### src/rtl/snitch_icache_lookup_sched.sv
// Shared icache lookup scheduler.
// Arbitrates NR_PORTS fetch requesters onto a single lookup stage with
// round-robin priority and a grant lock that holds a stalled request stable.
// A credit counter limits the number of lookups in flight. Responses are
// steered back to their requester by the port index carried in the ID.
// Flushes block new issues, wait for in-flight lookups to drain, hand the
// flush to the lookup stage and then pulse an acknowledge.

// Protocol checks for the scheduler, kept apart from the datapath.
module snitch_icache_lookup_sched_chk #(
  parameter int unsigned MAX_OUTSTANDING = 2,
  parameter int unsigned CW              = 2
) (
  input logic          clk_i,
  input logic          rst_ni,
  input logic          inc_i,
  input logic          dec_i,
  input logic [CW-1:0] count_i,
  input logic          flush_ack_i
);

  // A response handshake with nothing outstanding means the lookup answered twice.
  a_no_underflow: assert property (@(posedge clk_i) disable iff (!rst_ni)
    !(dec_i && !inc_i && (count_i == {CW{1'b0}})));

  // Issue is gated by the credit check, so the counter can never pass its limit.
  a_no_overflow: assert property (@(posedge clk_i) disable iff (!rst_ni)
    !(inc_i && !dec_i && (count_i == CW'(MAX_OUTSTANDING))));

  // The flush acknowledge is a single-cycle pulse.
  a_ack_pulse: assert property (@(posedge clk_i) disable iff (!rst_ni)
    flush_ack_i |=> !flush_ack_i);

endmodule

module snitch_icache_lookup_sched #(
  parameter int unsigned NR_PORTS        = 4,
  parameter int unsigned FETCH_AW        = 32,
  parameter int unsigned ID_WIDTH        = 2,
  parameter int unsigned LINE_WIDTH      = 128,
  parameter int unsigned MAX_OUTSTANDING = 2,
  parameter int unsigned PW              = (NR_PORTS > 1) ? $clog2(NR_PORTS) : 1,
  parameter int unsigned LID             = ID_WIDTH + PW
) (
  input  logic                         clk_i,
  input  logic                         rst_ni,
  // Requester side
  input  logic [NR_PORTS*FETCH_AW-1:0] req_addr_i,
  input  logic [NR_PORTS*ID_WIDTH-1:0] req_id_i,
  input  logic [NR_PORTS-1:0]          req_valid_i,
  output logic [NR_PORTS-1:0]          req_ready_o,
  output logic [LINE_WIDTH-1:0]        rsp_data_o,
  output logic [ID_WIDTH-1:0]          rsp_id_o,
  output logic                         rsp_hit_o,
  output logic                         rsp_error_o,
  output logic [NR_PORTS-1:0]          rsp_valid_o,
  input  logic [NR_PORTS-1:0]          rsp_ready_i,
  // Lookup request side
  output logic [FETCH_AW-1:0]          lkp_addr_o,
  output logic [LID-1:0]               lkp_id_o,
  output logic                         lkp_valid_o,
  input  logic                         lkp_ready_i,
  // Lookup response side
  input  logic [LID-1:0]               lkp_rsp_id_i,
  input  logic [LINE_WIDTH-1:0]        lkp_rsp_data_i,
  input  logic                         lkp_rsp_hit_i,
  input  logic                         lkp_rsp_err_i,
  input  logic                         lkp_rsp_valid_i,
  output logic                         lkp_rsp_ready_o,
  // Flush control
  input  logic                         flush_req_i,
  output logic                         flush_ack_o,
  output logic                         lkp_flush_valid_o,
  input  logic                         lkp_flush_ready_i
);

  localparam int unsigned CW = $clog2(MAX_OUTSTANDING + 1);

  typedef enum logic [1:0] {
    IDLE  = 2'd0,
    DRAIN = 2'd1,
    FLUSH = 2'd2,
    ACK   = 2'd3
  } state_e;

  state_e          state_q, state_d;
  logic [PW-1:0]   rr_q, rr_d;
  logic            lock_q, lock_d;
  logic [PW-1:0]   lock_port_q, lock_port_d;
  logic [CW-1:0]   count_q, count_d;

  logic            accept_new_s;
  logic            arb_valid_s;
  logic [PW-1:0]   arb_port_s;
  logic            gnt_valid_s;
  logic [PW-1:0]   gnt_port_s;
  logic            lkp_hs_s;
  logic            rsp_hs_s;
  logic [PW-1:0]   rsp_port_s;
  logic            rsp_port_ok_s;
  logic            rsp_sel_ready_s;

  // Port index (base + off) modulo NR_PORTS; both operands are already below NR_PORTS.
  function automatic logic [PW-1:0] wrap_add(input logic [PW-1:0] base, input int unsigned off);
    int unsigned sum;
    sum = 32'(base) + off;
    sum = (sum >= NR_PORTS) ? (sum - NR_PORTS) : sum;
    return PW'(sum);
  endfunction

  // Round-robin search: first valid requester at or after the rr pointer.
  always_comb begin
    arb_valid_s = 1'b0;
    arb_port_s  = {PW{1'b0}};
    for (int i = 0; i < int'(NR_PORTS); i++) begin
      if (!arb_valid_s && req_valid_i[wrap_add(rr_q, i)]) begin
        arb_valid_s = 1'b1;
        arb_port_s  = wrap_add(rr_q, i);
      end else begin
        arb_valid_s = arb_valid_s;
      end
    end
  end

  // A locked grant keeps presenting its request even once a drain has begun;
  // otherwise a fresh grant needs a free credit and an idle flush sequencer.
  always_comb begin
    if (lock_q) begin
      gnt_port_s  = lock_port_q;
      gnt_valid_s = req_valid_i[lock_port_q];
    end else begin
      gnt_port_s  = arb_port_s;
      gnt_valid_s = arb_valid_s && accept_new_s
                    && (count_q < CW'(MAX_OUTSTANDING));
    end
  end

  // Mux the granted requester onto the lookup request port.
  always_comb begin
    lkp_addr_o  = {FETCH_AW{1'b0}};
    lkp_id_o    = {LID{1'b0}};
    req_ready_o = {NR_PORTS{1'b0}};
    for (int i = 0; i < int'(NR_PORTS); i++) begin
      if (gnt_port_s == PW'(i)) begin
        lkp_addr_o     = req_addr_i[i*FETCH_AW +: FETCH_AW];
        lkp_id_o       = {gnt_port_s, req_id_i[i*ID_WIDTH +: ID_WIDTH]};
        req_ready_o[i] = gnt_valid_s && lkp_ready_i;
      end else begin
        req_ready_o[i] = 1'b0;
      end
    end
    lkp_valid_o = gnt_valid_s;
  end

  assign lkp_hs_s = gnt_valid_s && lkp_ready_i;

  // Steer the lookup response to the requester named by the upper ID bits;
  // an index with no matching port is swallowed so the lookup never stalls.
  always_comb begin
    rsp_port_s      = lkp_rsp_id_i[LID-1:ID_WIDTH];
    rsp_valid_o     = {NR_PORTS{1'b0}};
    rsp_port_ok_s   = 1'b0;
    rsp_sel_ready_s = 1'b0;
    for (int i = 0; i < int'(NR_PORTS); i++) begin
      rsp_valid_o[i]  = lkp_rsp_valid_i && (rsp_port_s == PW'(i));
      rsp_port_ok_s   = rsp_port_ok_s | (rsp_port_s == PW'(i));
      rsp_sel_ready_s = rsp_sel_ready_s | ((rsp_port_s == PW'(i)) && rsp_ready_i[i]);
    end
    lkp_rsp_ready_o = rsp_port_ok_s ? rsp_sel_ready_s : 1'b1;
  end

  assign rsp_data_o  = lkp_rsp_data_i;
  assign rsp_id_o    = lkp_rsp_id_i[ID_WIDTH-1:0];
  assign rsp_hit_o   = lkp_rsp_hit_i;
  assign rsp_error_o = lkp_rsp_err_i;
  assign rsp_hs_s    = lkp_rsp_valid_i && lkp_rsp_ready_o;

  // Credit counter: +1 per issued lookup, -1 per answered lookup, saturating at both ends.
  always_comb begin
    case ({lkp_hs_s, rsp_hs_s})
      2'b10:   count_d = (count_q < CW'(MAX_OUTSTANDING)) ? (count_q + CW'(1)) : count_q;
      2'b01:   count_d = (count_q != {CW{1'b0}}) ? (count_q - CW'(1)) : count_q;
      default: count_d = count_q;
    endcase
  end

  // Grant lock and rr pointer: lock on a stalled request, advance past the winner on handshake.
  always_comb begin
    if (lkp_hs_s) begin
      lock_d      = 1'b0;
      lock_port_d = lock_port_q;
      rr_d        = wrap_add(gnt_port_s, 1);
    end else if (gnt_valid_s) begin
      lock_d      = 1'b1;
      lock_port_d = gnt_port_s;
      rr_d        = rr_q;
    end else begin
      lock_d      = lock_q;
      lock_port_d = lock_port_q;
      rr_d        = rr_q;
    end
  end

  // Flush sequencer next state; the drain exit looks at next-cycle credit and
  // lock so the flush is offered the cycle right after the last response.
  always_comb begin
    case (state_q)
      IDLE:    state_d = flush_req_i ? DRAIN : IDLE;
      DRAIN:   state_d = ((count_d == {CW{1'b0}}) && !lock_d) ? FLUSH : DRAIN;
      FLUSH:   state_d = lkp_flush_ready_i ? ACK : FLUSH;
      ACK:     state_d = IDLE;
      default: state_d = IDLE;
    endcase
  end

  // Flush sequencer outputs, decoded from the current state only.
  always_comb begin
    case (state_q)
      IDLE: begin
        accept_new_s      = 1'b1;
        lkp_flush_valid_o = 1'b0;
        flush_ack_o       = 1'b0;
      end
      FLUSH: begin
        accept_new_s      = 1'b0;
        lkp_flush_valid_o = 1'b1;
        flush_ack_o       = 1'b0;
      end
      ACK: begin
        accept_new_s      = 1'b0;
        lkp_flush_valid_o = 1'b0;
        flush_ack_o       = 1'b1;
      end
      default: begin
        accept_new_s      = 1'b0;
        lkp_flush_valid_o = 1'b0;
        flush_ack_o       = 1'b0;
      end
    endcase
  end

  // State registers; a reset abandons any flush and forgets in-flight lookups.
  always_ff @(posedge clk_i or negedge rst_ni) begin
    if (!rst_ni) begin
      state_q     <= IDLE;
      rr_q        <= {PW{1'b0}};
      lock_q      <= 1'b0;
      lock_port_q <= {PW{1'b0}};
      count_q     <= {CW{1'b0}};
    end else begin
      state_q     <= state_d;
      rr_q        <= rr_d;
      lock_q      <= lock_d;
      lock_port_q <= lock_port_d;
      count_q     <= count_d;
    end
  end

  snitch_icache_lookup_sched_chk #(
    .MAX_OUTSTANDING (MAX_OUTSTANDING),
    .CW              (CW)
  ) i_chk (
    .clk_i       (clk_i),
    .rst_ni      (rst_ni),
    .inc_i       (lkp_hs_s),
    .dec_i       (rsp_hs_s),
    .count_i     (count_q),
    .flush_ack_i (flush_ack_o)
  );

endmodule
### config.mk
export PLATFORM = sky130hd
export DESIGN_NAME = snitch_icache_lookup_sched
export DESIGN_NICKNAME = d
export VERILOG_FILES = /design/src/rtl/snitch_icache_lookup_sched.sv
export SDC_FILE = /design/constraint.sdc
export NUM_CORES = 1
export LEC_CHECK = 0
export ABC_AREA = 1
export BUFFER_PORTS_ARGS = -buffer_cell sky130_fd_sc_hd__buf_4
export CELL_PAD_IN_SITES_DETAIL_PLACEMENT = 1
export CELL_PAD_IN_SITES_GLOBAL_PLACEMENT = 1
export CORE_AREA = 2 2 179 181
export CTS_BUF_LIST = sky130_fd_sc_hd__clkbuf_2
export CTS_CLUSTER_SIZE = 28
export DETAILED_ROUTE_END_ITERATION = 12
export DIE_AREA = 0 0 181 183
export GPL_TIMING_DRIVEN = 0
export MAX_ROUTING_LAYER = met4
export PLACE_DENSITY_LB_ADDON = 0.05
export SYNTH_ARGS = -nofsm -noshare
export SYNTH_HDL_FRONTEND = slang
export SYNTH_SLANG_ARGS = --single-unit
### constraint.sdc
create_clock -name clk_i -period 3 [get_ports clk_i]
set_clock_uncertainty 0.15 [all_clocks]
set_input_delay 0.3 -clock clk_i [delete_from_list [all_inputs] [get_ports clk_i]]
set_output_delay 0.3 -clock clk_i [all_outputs]
set_load 0.01 [all_outputs]
==> results of run 1 <==
-- kinds of logic after synthesis --
kind of cell | after synthesis | synth area share (%)
AOI/OAI and AO/OA | 118 | 19.6
DFF | 9 | 7.34
and+or+nand+nor | 192 | 29.2
buffers and inverters | 193 | 40.2
adders and majority gates | 9 | 3.67
-- through the flow --
step | std cells | setup TNS [ns] | hold slack (ns) | setup slack, ns | power, mW
floorplan | 521 | 0 | -0.146 | 0.0740 | 3.89
global placement | 1254 | -35.73 | -0.0130 | -1.07 | 7.33
detailed placement | 1254 | -37.00 | -0.0117 | -1.12 | 7.37
CTS | 1282 | -9.21 | 0.204 | -0.286 | 10.0
global route | 1292 | -12.74 | 0.210 | -0.392 | 11.6
finish | 1292 | -5.33 | 0.222 | -0.196 | 10.6
-- routing by layer --
metal	up-vias	track usage (%)	wire [um]
li1	2312	-	-
met1	2188	13.1	8000
met2	224	23.7	12000
met3	4	3.26	1790
met4	0	1.14	99
met5	-	-	0
-- what timing repair did --
item,CTS,global route
endpoints found under the setup margin,39,41
pin swaps,38,40
setup buffers,20,9
hold buffers,1,0
gates resized for setup,190,80
hold endpoints to repair,9,0
gates cloned,7,1
-- power by group --
| part | switching [mW] | internal, mW | total [mW] |
|---|---|---|---|
| registers | 0.0751 | 0.183 | 0.258 |
| clock network | 0.0432 | 0.0354 | 0.0786 |
| logic | 5.32 | 4.94 | 10.3 |
| total | 5.44 | 5.16 | 10.6 |
-- worst min-delay path by stage --
stage | start | endpoint | slack, ns | cells after the start
global placement | rst_ni | async pin | -0.01 | 1
floorplan | rst_ni | async pin | -0.15 | 0
global route | lkp_ready_i | rr_q[1] | 0.21 | 3
CTS | lkp_ready_i | rr_q[1] | 0.20 | 3
finish | lkp_ready_i | rr_q[1] | 0.22 | 3
detailed placement | rst_ni | state_q[0] | -0.01 | 1
-- worst register-to-register path: cells and delay by family, from the launching register on --
kind                       cells  cell delay (ns)
and+or+nand+nor               15             1.26
DFF                            1             0.49
buffers and inverters          5             0.46
adders and majority gates      1             0.19
AOI/OAI and AO/OA              2             0.19
-- final cells by class --
type,count,area (um^2)
tap,402,503
buffer,156,1350
multi-input combinational,319,2100
sequential,9,228
timing repair inverter,1,16.3
fill,3831,24000
timing repair buffer,368,2870
inverter,33,153
clock buffer,4,20.0
-- synth_stat cells --
cell	n
or2_2	1
inv_1	28
nand3_1	48
nand2_4	3
nand4_1	3
nand2_2	9
inv_2	3
buf_6	1
nor3_1	5
clkinv_1	1
nor2_2	1
buf_4	133
o21ai_0	73
nand3_2	3
ha_1	9
nor2_1	7
buf_1	1
o21ai_1	5
a22o_1	1
nand2_8	1
a21oi_1	37
nand2_1	110
clkbuf_1	25
o21ai_2	1
o211ai_1	1
nor2_8	1
inv_4	1
dfrtp_1	9
-- layout by cell type (no fill, tap or decap), types with 8 or more instances in the layout --
cell type	count
nand2_4	10
nand3_2	29
buf_4	489
nand3_1	16
o21ai_2	18
clkbuf_16	9
inv_1	23
a21oi_1	22
clkbuf_2	8
nand2_2	23
a21oi_2	14
nand2_1	89
o21ai_1	56
==> run metrics, run 1 <==
outcome complete, but fails checks; failing checks negative setup slack; maximum clock path buffer count 2; R2R Setup Slk around 0.18 ns; Pwr Density approximately 1500 nW/um^2; clk slew on worst S/H paths about 0.09 ns; fin crit period about 3.2 ns; leading post-synthesis cells by cell area buf_4 33%, nand2_1 13%, o21ai_0 12%; Req. time, crit path between 2 and 3 ns; routability congestion estimate between 0.7 and 0.8; first-pass GRT wire length around 30000 um; Seq cells post-synth 9; Slew headroom around 80%; First-pass DRT Iterations 4; area delta synth->final 136%; period utilisation layout 107%; CP Launch Point rr_q[0]; initial drt markers a little under 90; Synth top area share about a third; # IOs approximately 460; CTS tree built; layout cells sized above 1 roughly 73%; post-layout util 23.2%; area leader, netlist buf_4; largest net degree at the start of global routing 11; reg2reg path depth 23; die area between 30000 and 40000 um^2; total gr overflow 0; via count about 4.7k; initial antenna violation count 0; Crit path top cell by count nand2_4; worst vdd ir approximately 430 uV; worst-skew pair later-pin latency around 0.24 ns; net count after synthesis just over 800; Worst path depth 21; Cells after Synth 521; cell family with most CP delay buffers and inverters; Root Buffer clkbuf_2; Max stage delay on crit path between 0.4 and 0.5 ns; mean post-synth cell area just under 6 um^2; RSZ-0062 raised after global routing true; RR Endpoint state_q[0]; clock sinks 9; drt wl/cell approximately 17 um; CP Data Arrival Time between 2 and 3 ns; Die Span Y roughly 180 um; PortBufs between 300 and 400; nets@finish 1184; Cell Area, Synth 3070 um^2; # Max-Cap Violations 0; dpl hpwl about 18000 um; number of global-route vias before repair between 4k and 5k; Starting Density 9.82%; Slew Viols, Final 0; antenna fix cells 0; row count 65; setup ws final -0.196 ns; Worst setup endpoint lkp_addr_o[25]; Detailed Route WL 21900 um; Crit-path slowest cell dfrtp_2; core area about 31000 um^2; Slew @ Worst Pin 0.301 ns; CP Capture Type primary output; sequential share of the synthesized area under 10%; htree depth 1; CP bufs+invs 7; Ys Warns 0; Placed Area ~6100 um^2; final setup vio count 36; Achievable Freq between 0.3 and 0.4 GHz; Design Area, Final between 7000 and 8000 um^2; count of different cell masters after synthesis 28; Die Wd roughly 180 um; Final ANT Viol Nets 0; CP cell instances buf_6 > nand2_4 > nand2_4 > nand2_4 > nand2_4 > nor2_8 > nand3_4 > o21ai_1 > inv_1 > nand2_2 > nand2_4 > inv_4 > ha_4 > buf_12 > clkinv_8 > clkbuf_16 > nand3_2 > nand2_1 > o21ai_1 > o21ai_1 > buf_4; total CTS buffers 3; vias per cell about 3.7; critical-path maximum fanout 6; Leak Pwr approximately 3.7 nW; Setup Crit Path Kind reg -> out; Worst Hold Class in -> reg; CP Launch Type flop; DR DRC count 0; final hold violation count 0; reg2reg start rr_q[1]; GRT Overall Usage about an eighth
No activity file was read; power rests on OpenSTA's default activity.
==> run 2: changes to the inputs <==
--- a/config.mk
+++ b/config.mk
@@ -6,7 +6,7 @@
 export NUM_CORES = 1
 export LEC_CHECK = 0
 export ABC_AREA = 1
-export BUFFER_PORTS_ARGS = -buffer_cell sky130_fd_sc_hd__buf_4
+export BUFFER_PORTS_ARGS = -buffer_cell sky130_fd_sc_hd__buf_2
 export CELL_PAD_IN_SITES_DETAIL_PLACEMENT = 1
 export CELL_PAD_IN_SITES_GLOBAL_PLACEMENT = 1
 export CORE_AREA = 2 2 179 181
@@ -17,6 +17,7 @@
 export GPL_TIMING_DRIVEN = 0
 export MAX_ROUTING_LAYER = met4
 export PLACE_DENSITY_LB_ADDON = 0.05
+export SKIP_CTS_REPAIR_TIMING = 1
 export SYNTH_ARGS = -nofsm -noshare
 export SYNTH_HDL_FRONTEND = slang
 export SYNTH_SLANG_ARGS = --single-unit
==> run metrics, run 2 (synthesis gave the netlist of run 1 again) <==
commonest non-fill, non-tap cell in the layout buf_2; Slew @ Worst Pin around 0.3 ns; die area 33100 um^2; Final ANT Viol Nets 0; CTS tree built; area delta synth->final 93.1%; Achievable Freq just over 0.3 GHz; final hold violation count 0; maximum clock path buffer count 2; Hold Slack about 0.22 ns; sequential standard cell area roughly 230 um^2; Setup Crit Path Kind reg -> out; CP Capture Type primary output; commonest cells after routing, fill and taps aside 327 x buf_2, 161 x buf_4, 98 x nand2_1; hold path start lkp_flush_ready_i; first-pass GRT wire length 27900 um; worst vdd ir 462 uV; final setup vio count 37; Slew Viols, Final 0; placed cell count 1254; layout cells sized above 1 68.0%; GRT Overall Usage 11.4%; Worst Hold Class in -> reg; dpl hpwl roughly 18000 um; Leak Pwr between 3 and 4 nW; drt wl/cell 15.9 um; PortBufs 331; routability congestion estimate roughly 0.70; Pwr Density around 1400 nW/um^2; fin crit period ~3.3 ns; RSZ-0062 raised after global routing true; clock sinks 9; Req. time, crit path ~2.6 ns; outcome complete, but fails checks; htree depth 1; critical-path maximum fanout 7; nets@finish between 1k and 1.5k; Die Wd between 150 and 200 um; Root Buffer clkbuf_2; area of the multi-input gates between 1500 and 2000 um^2; CP Data Arrival Time between 2 and 3 ns; Detailed Route WL approximately 20000 um; initial drt markers 55; CP Launch Point rr_q[0]; dpl ws -1.10 ns; Die Span Y 183 um; largest net degree at the start of global routing 11; Starting Density about 9.8%; number of global-route vias before repair ~4.6k; core area around 31000 um^2; First-pass DRT Iterations 4; via count roughly 4.5k; total gr overflow 0; worst-skew pair later-pin latency approximately 0.24 ns; CP Launch Type flop; Slew headroom about four fifths; setup ws final -0.305 ns; # IOs around 460; row count 65; vias per cell 3.51; clk slew on worst S/H paths around 0.10 ns; Layout Cells excl Fill ~1.3k; DR DRC count 0; reg2reg start rr_q[0]; failing checks negative setup slack; Fillers about 4.0k; total CTS buffers 3; initial antenna violation count 5; # Max-Cap Violations 0; period utilisation layout 110%
run 2: cell count changes in the layout (fill, tap and decap cells not counted), moves of 9 or more:
cell,delta
a21oi_1,+15
a21oi_2,-14
buf_2,+327
buf_4,-328
nand2_1,+9
nand3_1,+12
run 2: layout make-up:
| class | count | share of cell area (%) |
|---|---|---|
| inverters | 33 | 2.45 |
| clock buffers | 4 | 0.338 |
| plain buffers | 156 | 20.7 |
| repair buffers | 356 | 32.5 |
| flip-flops and latches | 9 | 3.82 |
| multi-input cells | 319 | 31.5 |
| diodes | 5 | 0.211 |
| well taps | 402 | 8.49 |
run 2: through the flow:
step / TNS (ns) / instance area (um^2) / total power [mW] / util [%]
after floorplan: 0 / 3070 / 3.89 / -
after global placement: -37.79 / 5230 / 6.74 / 16.7
after detailed placement: -36.99 / 5230 / 6.69 / 16.7
after CTS: -48.60 / 5250 / 6.79 / 16.8
after global routing: -16.72 / 5920 / 9.54 / 19.0
final: -8.07 / 5920 / 8.54 / 19.0
run 2: path summary, 6_finish.rpt:
check                                 end  slack (ns)  cells after the start
setup reg to reg               state_q[0]        0.14                     18
hold reg to reg            lock_port_q[1]        0.44                      2
max in group asynchronous         rr_q[1]        2.21                      2
setup / recovery           lkp_addr_o[31]       -0.31                     21
hold / removal                 state_q[0]        0.22                      4
min in group asynchronous      state_q[0]        0.28                      2
run 2: where the power goes:
part,total [mW],switching [mW],internal (mW)
sequential,0.251,0.0699,0.181
clock,0.0795,0.0441,0.0354
combinational,8.21,4.70,3.51
total,8.54,4.81,3.73
run 2: worst max-delay path, cell delays in order, from the launching register on:
cell,delay (ns)
dfrtp_1,0.43
buf_6,0.15
nand2_2,0.06
nand2_2,0.07
nand2_2,0.08
nand2_4,0.07
nor2_8,0.14
nand3_4,0.09
o21ai_2,0.11
inv_1,0.05
nand2_2,0.07
nand2_4,0.07
inv_4,0.07
ha_4,0.20
clkinvlp_4,0.15
clkbuf_16,0.18
buf_4,0.12
nand3_1,0.05
nand2_1,0.06
o21ai_0,0.08
o21ai_0,0.10
buf_2,0.18
run 2: routing by layer:
layer | part of all wire (%) | GRT usage [%]
met3 | 7.8 | 2.92
met4 | 0.13 | 0.585
met5 | 0 | -
met2 | 53 | 21.9
met1 | 39 | 12.3
